File: src/rtl/sobel_pkg.sv
// Shared types for the Sobel output framer: pixel, tagged pixel and framer FSM states.
package sobel_pkg;

    typedef logic [23:0] pixel_t;

    typedef struct packed {
        pixel_t data;
        logic   sof;
        logic   eol;
        logic   eof;
    } tagged_pix_t;

    typedef enum logic [1:0] {
        IDLE,
        RUN,
        STOP
    } framer_state_e;

endpackage

File: src/rtl/sobel_out_framer_if.sv
// Pixel-in / tagged-pixel-out valid-ready bundle around the framer.
interface sobel_out_framer_if;

    sobel_pkg::pixel_t data_m_sobel;
    logic              valid_m;
    logic              ready_m;
    sobel_pkg::pixel_t data_s;
    logic              valid_s;
    logic              ready_s;
    logic              sof_s;
    logic              eol_s;
    logic              eof_s;

    modport master (
        output data_m_sobel, valid_m, ready_s,
        input  ready_m, data_s, valid_s, sof_s, eol_s, eof_s
    );

    modport slave (
        input  data_m_sobel, valid_m, ready_s,
        output ready_m, data_s, valid_s, sof_s, eol_s, eof_s
    );

endinterface

File: src/rtl/sobel_skid_buf.sv
// 2-entry valid/ready skid buffer: output register plus one skid register.
// Latency 1 cycle; in_rdy_o is registered (!skid_full) so it never depends on out_rdy_i.
module sobel_skid_buf #(
    parameter type T = sobel_pkg::tagged_pix_t
) (
    input  logic clk,
    input  logic rst,
    input  logic in_vld_i,
    input  T     in_dat_i,
    output logic in_rdy_o,
    output logic out_vld_o,
    output T     out_dat_o,
    input  logic out_rdy_i
);

    T     out_q, out_d;
    T     skid_q, skid_d;
    logic out_vld_q, out_vld_d;
    logic skid_full_q, skid_full_d;
    logic xfer;

    assign xfer      = out_vld_q && out_rdy_i;
    assign in_rdy_o  = !skid_full_q;
    assign out_vld_o = out_vld_q;
    assign out_dat_o = out_q;

    always_comb begin
        out_d       = out_q;
        out_vld_d   = out_vld_q;
        skid_d      = skid_q;
        skid_full_d = skid_full_q;
        if (skid_full_q) begin
            if (xfer) begin
                out_d       = skid_q;
                skid_full_d = 1'b0;
            end
        end else if (in_vld_i) begin
            // Reload the output register directly whenever it is free this cycle.
            if (!out_vld_q || xfer) begin
                out_d     = in_dat_i;
                out_vld_d = 1'b1;
            end else begin
                skid_d      = in_dat_i;
                skid_full_d = 1'b1;
            end
        end else if (xfer) begin
            out_vld_d = 1'b0;
        end
    end

    always_ff @(posedge clk) begin
        if (rst) begin
            out_q       <= '0;
            skid_q      <= '0;
            out_vld_q   <= 1'b0;
            skid_full_q <= 1'b0;
        end else begin
            out_q       <= out_d;
            skid_q      <= skid_d;
            out_vld_q   <= out_vld_d;
            skid_full_q <= skid_full_d;
        end
    end

endmodule

File: src/rtl/sobel_out_framer.sv
// Tags the Sobel edge-map stream with sof/eol/eof from raster position, counts edge pixels
// per frame, and forwards through a skid buffer (1-cycle latency, registered ready_m).
module sobel_out_framer
    import sobel_pkg::*;
#(
    parameter int     IMG_WIDTH  = 640,
    parameter int     IMG_HEIGHT = 480,
    parameter pixel_t EDGE_VALUE = 24'hFFFFFF,
    parameter int     CNT_W      = $clog2(IMG_WIDTH*IMG_HEIGHT+1)
) (
    input  logic                clk,
    input  logic                rst,
    input  logic                enable,
    sobel_out_framer_if.slave   bus,
    output logic [CNT_W-1:0]    edge_count,
    output logic                stat_valid
);

    localparam int COL_W = $clog2(IMG_WIDTH);
    localparam int ROW_W = $clog2(IMG_HEIGHT);
    localparam logic [COL_W-1:0] COL_LAST = COL_W'(IMG_WIDTH - 1);
    localparam logic [ROW_W-1:0] ROW_LAST = ROW_W'(IMG_HEIGHT - 1);

    framer_state_e    state_q, state_d;
    logic [COL_W-1:0] col_q, col_d;
    logic [ROW_W-1:0] row_q, row_d;
    logic [CNT_W-1:0] acc_q, acc_d;
    logic [CNT_W-1:0] edge_count_q, edge_count_d;
    logic             stat_valid_q, stat_valid_d;

    logic        buf_rdy;
    logic        accept;
    logic        is_edge;
    tagged_pix_t in_pix;
    tagged_pix_t out_pix;

    assign bus.ready_m = buf_rdy && (state_q != IDLE);
    assign accept      = bus.valid_m && bus.ready_m;
    assign is_edge     = (bus.data_m_sobel == EDGE_VALUE);

    always_comb begin
        in_pix.data = bus.data_m_sobel;
        in_pix.sof  = (col_q == '0) && (row_q == '0);
        in_pix.eol  = (col_q == COL_LAST);
        in_pix.eof  = (col_q == COL_LAST) && (row_q == ROW_LAST);
    end

    always_comb begin
        col_d = col_q;
        row_d = row_q;
        if (accept) begin
            if (in_pix.eol) begin
                col_d = '0;
                row_d = in_pix.eof ? '0 : row_q + ROW_W'(1);
            end else begin
                col_d = col_q + COL_W'(1);
            end
        end
    end

    // Stop decisions use the post-accept position so a pixel taken on the
    // same edge that enable falls is never the start of a truncated frame.
    always_comb begin
        state_d = state_q;
        case (state_q)
            IDLE:    if (enable) state_d = RUN;
            RUN:     if (!enable) state_d = (col_d == '0 && row_d == '0) ? IDLE : STOP;
            STOP:    if (accept && in_pix.eof) state_d = IDLE;
            default: state_d = IDLE;
        endcase
    end

    always_comb begin
        acc_d        = acc_q;
        edge_count_d = edge_count_q;
        stat_valid_d = 1'b0;
        if (accept) begin
            if (in_pix.eof) begin
                edge_count_d = acc_q + CNT_W'(is_edge);
                stat_valid_d = 1'b1;
                acc_d        = '0;
            end else begin
                acc_d = acc_q + CNT_W'(is_edge);
            end
        end
    end

    always_ff @(posedge clk) begin
        if (rst) begin
            state_q      <= IDLE;
            col_q        <= '0;
            row_q        <= '0;
            acc_q        <= '0;
            edge_count_q <= '0;
            stat_valid_q <= 1'b0;
        end else begin
            state_q      <= state_d;
            col_q        <= col_d;
            row_q        <= row_d;
            acc_q        <= acc_d;
            edge_count_q <= edge_count_d;
            stat_valid_q <= stat_valid_d;
        end
    end

    sobel_skid_buf #(.T(tagged_pix_t)) u_skid (
        .clk       (clk),
        .rst       (rst),
        .in_vld_i  (bus.valid_m && (state_q != IDLE)),
        .in_dat_i  (in_pix),
        .in_rdy_o  (buf_rdy),
        .out_vld_o (bus.valid_s),
        .out_dat_o (out_pix),
        .out_rdy_i (bus.ready_s)
    );

    assign bus.data_s  = out_pix.data;
    assign bus.sof_s   = out_pix.sof;
    assign bus.eol_s   = out_pix.eol;
    assign bus.eof_s   = out_pix.eof;
    assign edge_count  = edge_count_q;
    assign stat_valid  = stat_valid_q;

endmodule

File: src/flat_wrapper.sv
// flat-port wrapper written by rule: the top's interface ports become plain ports
module sobel_out_framer_flat import sobel_pkg::*;
#(
    parameter int     IMG_WIDTH  = 640,
    parameter int     IMG_HEIGHT = 480,
    parameter pixel_t EDGE_VALUE = 24'hFFFFFF,
    parameter int     CNT_W      = $clog2(IMG_WIDTH*IMG_HEIGHT+1)
)
  (clk, rst, enable, edge_count, stat_valid, bus_data_m_sobel, bus_valid_m, bus_ready_s, bus_ready_m, bus_data_s, bus_valid_s, bus_sof_s, bus_eol_s, bus_eof_s);
  sobel_out_framer_if bus_i ();
  input  logic clk;
  input  logic rst;
  input  logic enable;
  output logic [CNT_W-1:0] edge_count;
  output logic stat_valid;
  input wire logic [$bits(bus_i.data_m_sobel)-1:0] bus_data_m_sobel;
  input wire logic [$bits(bus_i.valid_m)-1:0] bus_valid_m;
  input wire logic [$bits(bus_i.ready_s)-1:0] bus_ready_s;
  output wire logic [$bits(bus_i.ready_m)-1:0] bus_ready_m;
  output wire logic [$bits(bus_i.data_s)-1:0] bus_data_s;
  output wire logic [$bits(bus_i.valid_s)-1:0] bus_valid_s;
  output wire logic [$bits(bus_i.sof_s)-1:0] bus_sof_s;
  output wire logic [$bits(bus_i.eol_s)-1:0] bus_eol_s;
  output wire logic [$bits(bus_i.eof_s)-1:0] bus_eof_s;
  assign bus_i.data_m_sobel = bus_data_m_sobel;
  assign bus_i.valid_m = bus_valid_m;
  assign bus_i.ready_s = bus_ready_s;
  assign bus_ready_m = bus_i.ready_m;
  assign bus_data_s = bus_i.data_s;
  assign bus_valid_s = bus_i.valid_s;
  assign bus_sof_s = bus_i.sof_s;
  assign bus_eol_s = bus_i.eol_s;
  assign bus_eof_s = bus_i.eof_s;
  sobel_out_framer #(.IMG_WIDTH(IMG_WIDTH), .IMG_HEIGHT(IMG_HEIGHT), .EDGE_VALUE(EDGE_VALUE), .CNT_W(CNT_W)) u_core (.clk(clk), .rst(rst), .enable(enable), .bus(bus_i), .edge_count(edge_count), .stat_valid(stat_valid));
endmodule
File: config.mk
export PLATFORM = sky130hd
export DESIGN_NAME = sobel_out_framer_flat
export DESIGN_NICKNAME = d
export VERILOG_FILES = /design/src/rtl/sobel_pkg.sv /design/src/rtl/sobel_out_framer_if.sv /design/src/rtl/sobel_skid_buf.sv /design/src/rtl/sobel_out_framer.sv /design/src/flat_wrapper.sv
export SDC_FILE = /design/constraint.sdc
export NUM_CORES = 1
export LEC_CHECK = 0
export BUFFER_PORTS_ARGS = -buffer_cell sky130_fd_sc_hd__buf_2
export CORE_UTILIZATION = 45
export DETAILED_ROUTE_END_ITERATION = 12
export PLACE_DENSITY = 0.77
export SYNTH_ARGS = -nofsm -noshare
export SYNTH_HDL_FRONTEND = slang
export SYNTH_HIERARCHICAL = 1
export SYNTH_SLANG_ARGS = --single-unit
File: constraint.sdc
create_clock -name clk -period 4.59 [get_ports clk]
set_input_delay 0.459 -clock clk [delete_from_list [all_inputs] [get_ports clk]]
set_output_delay 0.459 -clock clk [all_outputs]
set_load 0.03 [all_outputs]
==> flow_summary.toml, run 1 <==
[run_status]
status = "finished, final reports clean"

[floorplanning]
io_pins = 78
coreArea_sq_um = 12600
dieArea_sq_um = 13400
die_w_um = 116
placementRows = 41
initial_core_util_pct = 46.1
die_y_um = 116

[layout]
final_cell_mix = "115 x dfxtp_1, 99 x nand2_1, 88 x a21oi_1, 76 x buf_2, 50 x nor2_1"
fin_area_sq_um = 6760
nets = 762
syn2layout_area_growth_pct = 16.1
antenna-diode-count = 0
layout_commonest_cell = "dfxtp_1"
final_util_pct = 53.5
n_fill_cell = 1196
drive_above_1_share_pct = 21.1

[sta]
finalMaxSlewViolations = 0
max_slew_margin_pct = 33.1
setup_viol = 0
report.final.hold_viol_count = 0
max_slew.worst_pin.slew_ns = 1.00
timing.final.crit_share_pct = 70.6
timing.fmax_ghz = 0.308
finalClockSkew_ns = 0.00907
rsz0062_at_grt = "false"
hold_ws_ns = 0.311
fin_crit_ns = 3.24
tns_ns = 0

[synth]
syn_nets = 715
yosysSeqAreaShare_pct = 39.9
synthCells = 680
async_flop_share_pct = 0
ys_seq_elements = 116
ys_dominant_reg_cell = "dfxtp_1"
ys_types = 63
synthesis.area_sq_um = 5820
yosysWarnings = 6
synth_edf_count = 0
avgSynthCellArea_sq_um = 8.56

[routing]
wl_um = 13800
antenna_left = 0
routedWlPerCell_um = 15.1
drc = 0
drtIter0Drc = 396
dr.pass1.iters = 5
vias = 5025
vias_per_cell = 5.51

[cts]
cts_buffers = 17
cts_resized = 0
cts_hold_buffers = 0
cts_max_level = 4
numClockSinks = 116
clock_path_buffers = 2
clock-root-buffer = "clkbuf_16"
clk_latency_ns = 0.41
cts.clk_slew.worst_paths_ns = 0.06
cts_tree = "yes"
post_cts_buffers = 0

[setup_path]
arrival_ns = 3.50
crit_buf_inv = 1
cp_cell_sequence = "inv_1, o211a_1, nand4_2, nor3_1, a211o_1, a2111oi_2, a311oi_1"
crit_family = "compound AO/OA/AOI/OAI gates"
path_max_fanout = 33
setup.worst_path.end_class = "register"
crit_required_ns = 4.85
cpPeakStageDelay_ns = 0.99
slowest_stage = "dfxtp_2"
cp-start-kind = "register"
critical_path_class = "register to register"

[placed_design]
dpl.hpwl_um = 9100
portBuffers = 77
place_congestion = 0.859
placed_area_sq_um = 6180

[global_route]
antenna_found_initial = 0
grt_max_degree = 66
grt_pass1_vias = 4508
grt_use_total_pct = 21.3
grt-ovfl-total = 0
grt_pass1_wl_um = 22400

[job]
cap_violations = 0

[pwr]
p_per_area_nw_per_um2 = 363
leakagePower_nw = 2.41
vdd_drop_max_uv = 207

[min_path]
hold_path_class = "input port to register"
-- area by class of cell --
cell class	count	area, sq um	area share (%)
Clock inverter	13	128	1.89
Inverter	9	33.8	0.500
Sequential cell	116	2320	34.4
Tap cell	172	215	3.19
Clock buffer	19	443	6.56
Multi-Input combinational cell	500	3180	47.1
Timing Repair Buffer	83	433	6.41
-- report_power, final --
group / internal (W) / total [W] / switching [W]
Sequential: 0.00102 / 0.00104 / 0.0000122
Combinational: 0.0000527 / 0.000165 / 0.000112
Clock: 0.000764 / 0.00125 / 0.000486
-- synth_stat cells, drive strengths merged (3+ instances only) --
library cell / count / area, sq um
o211ai: 3 / 36.3
o21ai: 25 / 125
nor4b: 4 / 41.3
a211oi: 41 / 408
and3: 5 / 32.5
nor2b: 4 / 25.0
xor2: 15 / 131
mux2i: 28 / 280
clkbuf: 27 / 103
nand4: 18 / 140
inv: 9 / 33.8
a31oi: 6 / 37.5
ha: 6 / 75.1
o21a: 3 / 22.5
nor2: 52 / 198
a22oi: 4 / 30.0
dfxtp: 116 / 2320
nor3: 16 / 91.3
and2: 8 / 52.6
nand3b: 5 / 37.5
or3: 7 / 43.8
buf: 28 / 199
a21oi: 88 / 440
nand4bb: 3 / 50.1
nand2: 99 / 372
nand3: 16 / 90.1
nor4: 7 / 58.8
xnor2: 11 / 96.3
or4: 5 / 37.5
-- path summary, 6_finish.rpt --
check | cells after the start | to | startpoint | slack, ns
setup / recovery | 7 | u_core/state_q[1]$_SDFFE_PP0P_ | u_core/u_skid/skid_full_q$_SDFF_PP0_ | 1.35
hold / removal | 3 | u_core/u_skid/skid_q[26]$_SDFFE_PP0P_ | bus_data_m_sobel[23] | 0.31
setup reg to reg | 7 | u_core/state_q[1]$_SDFFE_PP0P_ | u_core/u_skid/skid_full_q$_SDFF_PP0_ | 1.35
hold reg to reg | 2 | u_core/u_skid/skid_q[13]$_SDFFE_PP0P_ | u_core/u_skid/skid_q[13]$_SDFFE_PP0P_ | 0.45
-- worst min-delay path: cells and delay by family --
kind,cells,cell delay (ns)
buffers and inverters,1,0.11
and+or+nand+nor,1,0.05
AOI/OAI and AO/OA,1,0.05
-- registers in the layout, summed over array words and instances (netlist names) --
register / flops
u_core/acc_q: 19
u_core/col_q: 10
u_core/edge_count: 19
u_core/row_q: 9
u_core/stat_valid: 1
u_core/state_q: 2
u_core/u_skid/out_dat_o: 27
u_core/u_skid/out_vld_o: 1
u_core/u_skid/skid_full_q: 1
u_core/u_skid/skid_q: 27
-- cell families after synthesis --
| logic type | share of synthesized area, % |
|---|---|
| buf+inv | 5.76 |
| flops | 39.9 |
| fa+ha+maj | 1.29 |
| simple gates | 22.9 |
| xor+xnor | 3.91 |
| compound gates | 21.0 |
| mux | 5.27 |
-- per-stage QoR --
step,cells,total power [W],worst slack [ns]
global placement,880,0.00122,1.22
CTS,912,0.00247,1.33
floorplan,680,0.00117,1.69
global route,912,0.00253,1.12
detailed placement,880,0.00122,1.18
finish,912,0.00245,1.35
-- routing by layer --
layer	vias up	wire length (um)	global-route usage, %
li1	2536	-	-
met1	2332	6440	28.7
met2	131	6360	32.1
met3	26	714	5.49
met4	0	299	9.32
met5	-	0	0
Power figures use the tool's default switching activity.
==> inputs of run 2 (changes only) <==
- ABC_AREA: unset -> 1
- clock period: 4.59 -> 3.22 ns (I/O delays scaled with it)
==> run 2 against run 1 <==
Compared with the run above: first-iteration DRC count increased by 14%; core utilization increased by 1.6 points; highest routed layer unchanged; fmax increased by 25%; count of clock-buffer cells in the layout increased by 4; critical path type unchanged.
==> flow_summary.toml, run 2 <==
[routing]
dr.pass1.iters = 6
wl_um = 13200
drtIter0Drc = 450
routedWlPerCell_um = 12.0
drc = 0
vias = 5296
antenna_left = 0
vias_per_cell = 4.84

[sta]
finalClockSkew_ns = 0.00992
tns_ns = 0
setup_viol = 0
finalMaxSlewViolations = 0
fin_crit_ns = 2.59
timing.final.crit_share_pct = 80.5
max_slew.worst_pin.slew_ns = 0.977
hold_ws_ns = 0.151
report.final.hold_viol_count = 0
fin_ws_ns = 0.628
max_slew_margin_pct = 34.7
timing.fmax_ghz = 0.386
rsz0062_at_grt = "false"

[synth]
ys_types = 41
synthTopCellsByArea = "dfxtp_1 40%, nand2_1 16%, nor2_1 11%, inv_1 4.6%, o21ai_0 4.3%"
synth_xor_area_share_pct = 2.56
synth_compound_area_share_pct = 7.83
synth_common_cells = "239 x nand2_1, 167 x nor2_1, 116 x dfxtp_1"
synthesis.area_sq_um = 5770
synth_top_family_by_area = "simple AND/OR/NAND/NOR gates"
syn_nets = 883
yosysSeqAreaShare_pct = 40.3
ys_dominant_reg_cell = "dfxtp_1"
synth-simple-area-share_pct = 38.6
synth_edf_count = 0
synth_top_cell_area_share_pct = 40.3
synth_largest_area_cell = "dfxtp_1"
yosysMostFrequentCell = "nand2_1"
synthAdderAreaFrac_pct = 1.30
synthCells = 848
yosysWarnings = 6
avgSynthCellArea_sq_um = 6.80
ys_seq_elements = 116
async_flop_share_pct = 0
synthMuxAreaShare_pct = 0

[global_route]
grt_pass1_vias = 4666
antenna_found_initial = 0
grt.met1_usage_pct = 26.2
grt_use_total_pct = 21.1
grt_pass1_wl_um = 21800
grt_busiest_layer = "met2"
use_met2_pct = 34.8
grt-ovfl-total = 0
grt_max_degree = 56
gr-usage-met3_pct = 6.38

[cts]
cts_buffers = 17
cts_resized = 0
numClockSinks = 116
cts_max_level = 4
clock_path_buffers = 2
cts.clk_slew.worst_paths_ns = 0.05
cts_hold_buffers = 0
clock-root-buffer = "clkbuf_16"
post_cts_buffers = 0
clk_latency_ns = 0.42
cts_tree = "yes"

[placed_design]
dpl.cell_count = 1063
place_congestion = 0.901
dpl.hpwl_um = 8690
portBuffers = 77
place_ws_ns = 0.316

[setup_path]
path_max_fanout = 30
crit_required_ns = 3.51
critical_path_class = "register to register"
slowest_stage = "inv_2"
setup.worst_path.end_class = "register"
cp_cell_sequence = "inv_2, nand3_2, nor2_8, nand4_4, inv_2, nor3_1, nor2_1, nand2_1, nand2_1, a21oi_1"
cp-start-kind = "register"
cpPeakStageDelay_ns = 0.43
arrival_ns = 2.89

[layout]
layout.cells.non_filler = 1095
syn2layout_area_growth_pct = 17.1
final_cell_mix = "239 x nand2_1, 167 x nor2_1, 116 x dfxtp_1, 77 x buf_2, 71 x inv_1"
multi_input_area_sq_um = 2900
antenna-diode-count = 0
n_fill_cell = 1137
final-seq-area_sq_um = 2320
nets = 949
drive_above_1_share_pct = 17.9
layout_commonest_cell = "nand2_1"

[pwr]
total_power_w = 0.00358
p_per_area_nw_per_um2 = 530
vdd_drop_max_uv = 344
leakagePower_nw = 3.29

[run_status]
status = "finished, final reports clean"

[floorplanning]
die_y_um = 115
dieArea_sq_um = 13300
die_w_um = 115
coreArea_sq_um = 12300
initial_core_util_pct = 47.0
placementRows = 40
io_pins = 78

[job]
cap_violations = 0

[min_path]
hold_path_class = "input port to register"
-- run 2: cell types whose count changed in the layout (fill, tap and decap cells not counted), moves of 8 or more --
cell	previous run	this run
o21ai_0	22	49
nor2_2	2	24
nand3_1	14	32
nor2_1	50	167
nand2_1	99	239
a21oi_1	88	28
a211oi_1	21	0
mux2i_1	28	0
xor2_1	15	7
a211oi_2	20	0
inv_1	9	71
nor3_1	15	4
-- run 2: cell type report --
cell class | count | share of cell area, %
timing repair buffer | 83 | 6.37
tap | 168 | 3.11
clock inverter | 9 | 1.50
multi-input combinational | 618 | 42.9
inverter | 78 | 4.46
sequential | 116 | 34.4
clock buffer | 23 | 7.22
-- run 2: layer usage --
metal  part of all wire, %  up-vias
li1                      -     2776
met1                    47     2355
met2                    47      148
met3                   5.0       17
met4                   1.4        0
met5                     0        -
-- run 2: final timing paths --
path / start / endpoint / slack [ns] / depth (start not counted)
hold / removal: enable / u_core/state_q[0]$_SDFFE_PP0P_ / 0.15 / 3
hold reg to reg: u_core/acc_q[0]$_SDFFE_PP0N_ / u_core/acc_q[0]$_SDFFE_PP0N_ / 0.48 / 2
setup / recovery: u_core/u_skid/skid_full_q$_SDFF_PP0_ / u_core/state_q[1]$_SDFFE_PP0P_ / 0.63 / 10
setup reg to reg: u_core/u_skid/skid_full_q$_SDFF_PP0_ / u_core/state_q[1]$_SDFFE_PP0P_ / 0.63 / 10
-- run 2: stage by stage --
step / instance area (sq um) / utilization, %
floorplan: 5770 / -
global placement: 6160 / 50.3
global route: 6750 / 55.1
CTS: 6750 / 55.1
finish: 6750 / 55.1
detailed placement: 6160 / 50.3
-- run 2: cell families (layout without fill, tap and decap cells) --
kind of cell,count (synthesis),after routing
DFF,116,116
AOI/OAI and AO/OA,87,87
buffers and inverters,114,193
adders and majority gates,6,6
xor gates and xnor gates,16,16
and+or+nand+nor,509,509
-- run 2: power by group --
part | internal [W] | switching (W) | leakage (nW)
clock network | 0.00121 | 0.000641 | 0.293
logic | 0.0000758 | 0.000174 | 2.06
registers | 0.00146 | 0.0000131 | 0.938
total | 0.00275 | 0.000828 | 3.29
-- run 2: worst max-delay path: cells and delay by family, from the launching register on --
kind                   cells  cell delay (ns)
AO/OA/AOI/OAI              1             0.05
buffers and inverters      2             0.86
flip-flops                 1             0.31
AND/OR/NAND/NOR            7             1.23
